## src/rtl/truth_table_sweeper.sv

```systemverilog
// Sweeps all 128 input vectors through a 7-input Boolean function, captures its truth
// table, compares it with a golden table and streams the table out MSB nibble first.
module truth_table_sweeper #(
    parameter int unsigned SETTLE_CYCLES = 0,
    parameter int unsigned TT_BITS       = 128
) (
    input  logic               clk,
    input  logic               rst,
    input  logic               start,
    input  logic [TT_BITS-1:0] expected,
    output logic [6:0]         x_drv,
    input  logic               fn_out,
    output logic               busy,
    output logic [3:0]         nib_data,
    output logic               nib_valid,
    input  logic               nib_ready,
    output logic [TT_BITS-1:0] tt,
    output logic               tt_valid,
    output logic               match,
    output logic               done
);

    localparam int unsigned IDX_W   = 7;
    localparam int unsigned K_W     = 5;
    localparam int unsigned NIB_W   = 4;
    localparam int unsigned SET_W   = (SETTLE_CYCLES > 0) ? $clog2(SETTLE_CYCLES + 1) : 1;
    localparam int unsigned LAST_IX = 127;
    localparam int unsigned LAST_K  = 31;

    typedef enum logic [1:0] {
        S_IDLE   = 2'd0,
        S_DRIVE  = 2'd1,
        S_STREAM = 2'd2,
        S_DONE   = 2'd3
    } state_e;

    state_e             state_q, state_d;
    logic [IDX_W-1:0]   idx_q, idx_d;
    logic [SET_W-1:0]   settle_q, settle_d;
    logic [K_W-1:0]     k_q, k_d, k_next;
    logic [TT_BITS-1:0] tt_q, tt_d;
    logic [TT_BITS-1:0] exp_q, exp_d;
    logic [6:0]         x_drv_q, x_drv_d;
    logic               busy_q, busy_d;
    logic [NIB_W-1:0]   nib_data_q, nib_data_d;
    logic               nib_valid_q, nib_valid_d;
    logic               tt_valid_q, tt_valid_d;
    logic               match_q, match_d;
    logic               done_q, done_d;

    // State register and all registered outputs
    always_ff @(posedge clk or posedge rst) begin
        if (rst) begin
            state_q     <= S_IDLE;
            idx_q       <= '0;
            settle_q    <= '0;
            k_q         <= '0;
            tt_q        <= '0;
            exp_q       <= '0;
            x_drv_q     <= '0;
            busy_q      <= 1'b0;
            nib_data_q  <= '0;
            nib_valid_q <= 1'b0;
            tt_valid_q  <= 1'b0;
            match_q     <= 1'b0;
            done_q      <= 1'b0;
        end else begin
            state_q     <= state_d;
            idx_q       <= idx_d;
            settle_q    <= settle_d;
            k_q         <= k_d;
            tt_q        <= tt_d;
            exp_q       <= exp_d;
            x_drv_q     <= x_drv_d;
            busy_q      <= busy_d;
            nib_data_q  <= nib_data_d;
            nib_valid_q <= nib_valid_d;
            tt_valid_q  <= tt_valid_d;
            match_q     <= match_d;
            done_q      <= done_d;
        end
    end

    // Next-state and output logic
    always_comb begin
        state_d     = state_q;
        idx_d       = idx_q;
        settle_d    = settle_q;
        k_d         = k_q;
        k_next      = k_q - K_W'(1);
        tt_d        = tt_q;
        exp_d       = exp_q;
        x_drv_d     = x_drv_q;
        busy_d      = busy_q;
        nib_data_d  = nib_data_q;
        nib_valid_d = nib_valid_q;
        tt_valid_d  = tt_valid_q;
        match_d     = match_q;
        done_d      = 1'b0;

        case (state_q)
            S_IDLE: begin
                if (start) begin
                    tt_d       = '0;
                    tt_valid_d = 1'b0;
                    match_d    = 1'b0;
                    exp_d      = expected;
                    idx_d      = '0;
                    settle_d   = SET_W'(SETTLE_CYCLES);
                    x_drv_d    = '0;
                    busy_d     = 1'b1;
                    state_d    = S_DRIVE;
                end
            end
            S_DRIVE: begin
                if (settle_q != '0) begin
                    settle_d = settle_q - SET_W'(1);
                end else begin
                    tt_d[idx_q] = fn_out;
                    if (idx_q == IDX_W'(LAST_IX)) begin
                        // First nibble is taken from tt_d so it includes the bit just sampled
                        k_d         = K_W'(LAST_K);
                        x_drv_d     = '0;
                        nib_valid_d = 1'b1;
                        nib_data_d  = tt_d[TT_BITS-1 -: NIB_W];
                        state_d     = S_STREAM;
                    end else begin
                        idx_d    = idx_q + IDX_W'(1);
                        x_drv_d  = idx_q + IDX_W'(1);
                        settle_d = SET_W'(SETTLE_CYCLES);
                    end
                end
            end
            S_STREAM: begin
                if (nib_ready) begin
                    if (k_q == '0) begin
                        nib_valid_d = 1'b0;
                        nib_data_d  = '0;
                        busy_d      = 1'b0;
                        done_d      = 1'b1;
                        tt_valid_d  = 1'b1;
                        match_d     = (tt_q == exp_q);
                        state_d     = S_DONE;
                    end else begin
                        k_d        = k_next;
                        nib_data_d = tt_q[{k_next, 2'b00} +: NIB_W];
                    end
                end
            end
            S_DONE: begin
                state_d = S_IDLE;
            end
            default: begin
                state_d = S_IDLE;
            end
        endcase
    end

    assign x_drv     = x_drv_q;
    assign busy      = busy_q;
    assign nib_data  = nib_data_q;
    assign nib_valid = nib_valid_q;
    assign tt        = tt_q;
    assign tt_valid  = tt_valid_q;
    assign match     = match_q;
    assign done      = done_q;

endmodule

```

## config.mk

```make
export PLATFORM = sky130hd
export DESIGN_NAME = truth_table_sweeper
export DESIGN_NICKNAME = d
export VERILOG_FILES = /design/src/rtl/truth_table_sweeper.sv
export SDC_FILE = /design/constraint.sdc
export NUM_CORES = 1
export LEC_CHECK = 0
export ABC_CLOCK_PERIOD_IN_PS = 7930
export BUFFER_PORTS_ARGS = -buffer_cell sky130_fd_sc_hd__buf_2
export CAP_MARGIN = 20
export CORE_MARGIN = 2
export CORE_UTILIZATION = 52
export CTS_BUF_LIST = sky130_fd_sc_hd__clkbuf_8
export CTS_CLUSTER_DIAMETER = 60
export DETAILED_ROUTE_END_ITERATION = 6
export GPL_ROUTABILITY_DRIVEN = 1
export PLACE_DENSITY = 0.76
export SLEW_MARGIN = 20
export SYNTH_ARGS = -nofsm -noshare
export SYNTH_HDL_FRONTEND = slang
export SYNTH_SLANG_ARGS = --single-unit
```

## constraint.sdc

```tcl
create_clock -name clk -period 7.93 [get_ports clk]
set_input_delay 0.3965 -clock clk [delete_from_list [all_inputs] [get_ports clk]]
set_output_delay 0.3965 -clock clk [all_outputs]
set_load 0.03 [all_outputs]
```

==> results.sh <==
export IMPL_synth_top_cell_by_area="dfrtp_1"
export IMPL_cts_made_buffers=49
export IMPL_intPower_mw=3.44
export IMPL_finClkSkew_ns=0.0270
export IMPL_num_nets_final=1829
export IMPL_async_flop_share_pct=100
export IMPL_pin_count=277
export IMPL_sw_frac_of_total_pct=39.6
export IMPL_synthSimpleGateAreaFrac_pct=11.9
export IMPL_cp_arrival_ns=4.24
export IMPL_cts_tree="built"
export IMPL_worstMarginPinSlew_ns=1.16
export IMPL_syn_avg_cell_area_um2=10.2
export IMPL_critPathLaunchType="register"
export IMPL_pwr_share_comb_pct=38.5
export IMPL_synth_top_family_by_area="multiplexers"
export IMPL_cellLeakagePower_nw=8.03
export IMPL_h_tree_depth=2
export IMPL_rsz0062_at_grt="no"
export IMPL_min_period_over_period_pct=48.5
export IMPL_fillerInstances=2322
export IMPL_cp_end_kind="register"
export IMPL_synthTopCellsByCount="nand2_1, dfrtp_1, o21ai_0"
export IMPL_grt_pass1_vias=11951
export IMPL_gp_congestion=0.954
export IMPL_routed_via_density=6.09
export IMPL_max_clock_path_buffers=3
export IMPL_grt_max_degree=130
export IMPL_grt_pass1_wl_mm=73.9
export IMPL_min_period_ns=3.85
export IMPL_relSlewSlack_pct=22.6
export IMPL_hold_viol_final=0
export IMPL_syn_area_mm2=0.0148
export IMPL_final_max_slew_violation_count=0
export IMPL_hp_class="in2reg"
export IMPL_fp_dieH_um=172
export IMPL_die_area_mm2=0.0297
export IMPL_ys_warn_count=0
export IMPL_synth_fa_ha_area_share_pct=0.509
export IMPL_synth_top_area_share_pct=48.5
export IMPL_synth_distinct_cells=50
export IMPL_drt_iter0_markers=1381
export IMPL_drtPass1Iterations=6
export IMPL_row_count=61
export IMPL_synth_xor_area_share_pct=6.89
export IMPL_hold_ws_ns=0.0453
export IMPL_tns_ns=0
export IMPL_place_inst=2015
export IMPL_multiInputGateArea_mm2=0.00709
export IMPL_ir_worst_vdd_uv=200
export IMPL_synthTopCellsByArea="dfrtp_1, mux2_2, o21ai_0"
export IMPL_drc=0
export IMPL_cts_sinks=286
export IMPL_clk_latency_ns=0.57
export IMPL_synth_fp_nets=1590
export IMPL_synth_compound_area_share_pct=12.0
export IMPL_gr_total_overflow=0
export IMPL_initial_core_util_pct=53.0
export IMPL_antenna_found_initial=0
export IMPL_critPathKind="reg2reg"
export IMPL_ys_seq_area_share_pct=48.5
export IMPL_setup_viol=0
export IMPL_synth_seq_cells=286
export IMPL_fin_ws_ns=4.08
export IMPL_p_seq_share_pct=39.0
export IMPL_power_density_mw_per_mm2=330
export IMPL_p_clk_share_pct=22.6
export IMPL_numPortBuffers=276
export IMPL_clk_pin_slew_ns=0.06
export IMPL_area_sequential_mm2=0.00716
export IMPL_status="completed"
export IMPL_die_width_um=172
export IMPL_root_buffer="clkbuf_8"
export IMPL_muxShareOfSynthArea_pct=16.6
export IMPL_pre_cts_ws_ns=4.11
export IMPL_syn_inst=1451
export IMPL_fin_cells=2098
export IMPL_diodes=0
export IMPL_cp_max_fo=129
export IMPL_synthToLayoutAreaGrowth_pct=17.0
export IMPL_drv_cap=0
export IMPL_total_power_mw=5.70
export IMPL_avgRoutedWirePerCell_um=24.0
export IMPL_core_area_mm2=0.0279
export IMPL_routed_wl_mm=50.4
export IMPL_dp_hpwl_mm=35.9
export IMPL_grt_util_all_layers_pct=33.8
export IMPL_vias=12773
export IMPL_max_clock_freq_mhz=260
export IMPL_power_switching_mw=2.26
export IMPL_final_layout_size_suffix_gt1_share_pct=30.5
export IMPL_synthFlopType="dfrtp_1"
export IMPL_yosysMostFrequentCell="nand2_1"
export IMPL_synth_edff_count=0
export IMPL_crit_required_ns=8.32
export IMPL_ant_nets=0
metal layers:
metal / global-route usage, % / wire length [um] / vias up
met1: 46.2 / 19900 / 6212
met3: 8.83 / 5580 / 148
met5: 0 / 0 / -
met2: 50.7 / 22200 / 872
met4: 15.8 / 2700 / 0
li1: - / - / 5541
logic make-up after synthesis:
family,after synthesis
muxes,181
AOI/OAI and AO/OA,329
buffers and inverters,131
and+or+nand+nor,404
adders and majority gates,6
DFF,286
xor gates and xnor gates,114
worst max-delay path, cell delays in order, from the launching register on:
cell and delay, ns:
dfrtp_1 0.39, inv_1 0.10, ha_2 0.17, buf_4 0.81
inv_1 0.36, o21ai_4 0.22, buf_4 0.58, buf_4 0.66
nand2_1 0.12, nand2_1 0.10, o21ai_0 0.08
stage by stage:
step           instance area, um2  util, %
2_1_floorplan               14800        -
3_3_place_gp                16300     58.5
3_5_place_dp                16300     58.5
4_1_cts                     17200     61.9
5_1_grt                     17300     62.0
6_report                    17300     62.0
sequential cells by signal, indices dropped and copies added (netlist names):
| register | cells |
|---|---|
| nib_valid | 1 |
| x_drv | 7 |
| busy | 1 |
| exp_q | 128 |
| state_q | 2 |
| nib_data | 4 |
| match | 1 |
| tt_valid | 1 |
| k_q | 5 |
| idx_q | 7 |
| done | 1 |
| tt | 128 |
worst paths after layout:
| path | startpoint | end | slack, ns | depth (start not counted) |
|---|---|---|---|---|
| min in group asynchronous | rst | x_drv[3] | 0.47 | 3 |
| hold / removal | expected[77] | exp_q[77] | 0.05 | 2 |
| setup / recovery | state_q[1] | tt[41] | 4.08 | 10 |
| hold reg to reg | x_drv[3] | x_drv[3] | 0.48 | 2 |
| max in group asynchronous | rst | exp_q[14] | 6.27 | 4 |
| setup reg to reg | state_q[1] | tt[41] | 4.08 | 10 |
power by group through the flow:
stage                     sequential, mW  clock, mW  combinational [mW]
final                               2.22       1.29                2.19
after global routing                2.26       1.37                2.35
after CTS                           2.21       1.29                2.16
after floorplan                     2.12          0                1.60
after global placement              2.21          0                2.10
after detailed placement            2.24          0                2.14
layout make-up:
cell class | count | share of cell area (%)
multi-input cells | 1034 | 41.1
clock buffers | 58 | 4.62
inverters | 33 | 0.739
flip-flops and latches | 286 | 41.5
repair buffers | 286 | 8.63
clock inverters | 23 | 0.761
well taps | 378 | 2.74
placed cells by master (no fill, tap or decap), types with 3 or more instances in the layout:
master,count
nand2_1,292
dfrtp_1,285
buf_2,276
o21ai_0,267
mux2_2,146
xnor2_1,60
clkbuf_8,58
xor2_1,53
inv_1,47
nand4_1,20
nor2_1,19
nor4_1,18
mux4_2,18
o22ai_1,14
mux4_1,14
a22o_1,13
a21oi_1,13
nand3_1,10
nand2b_1,8
nor2b_1,8
or3_1,7
buf_4,7
clkinvlp_4,5
ha_1,5
and3_1,4
o211ai_1,4
nand3b_1,3
and2_1,3
nor3_1,3
mux2i_1,3
clkinv_2,3
repair_timing:
item / 4_1_cts / 5_1_grt
endpoints found under the hold margin: 26 / 0
endpoints found under the setup margin: 0 / 0
hold buffers: 1 / 0
setup buffers: 0 / 0
gates resized for setup: 0 / 0
(Power assumes the default switching activity.)
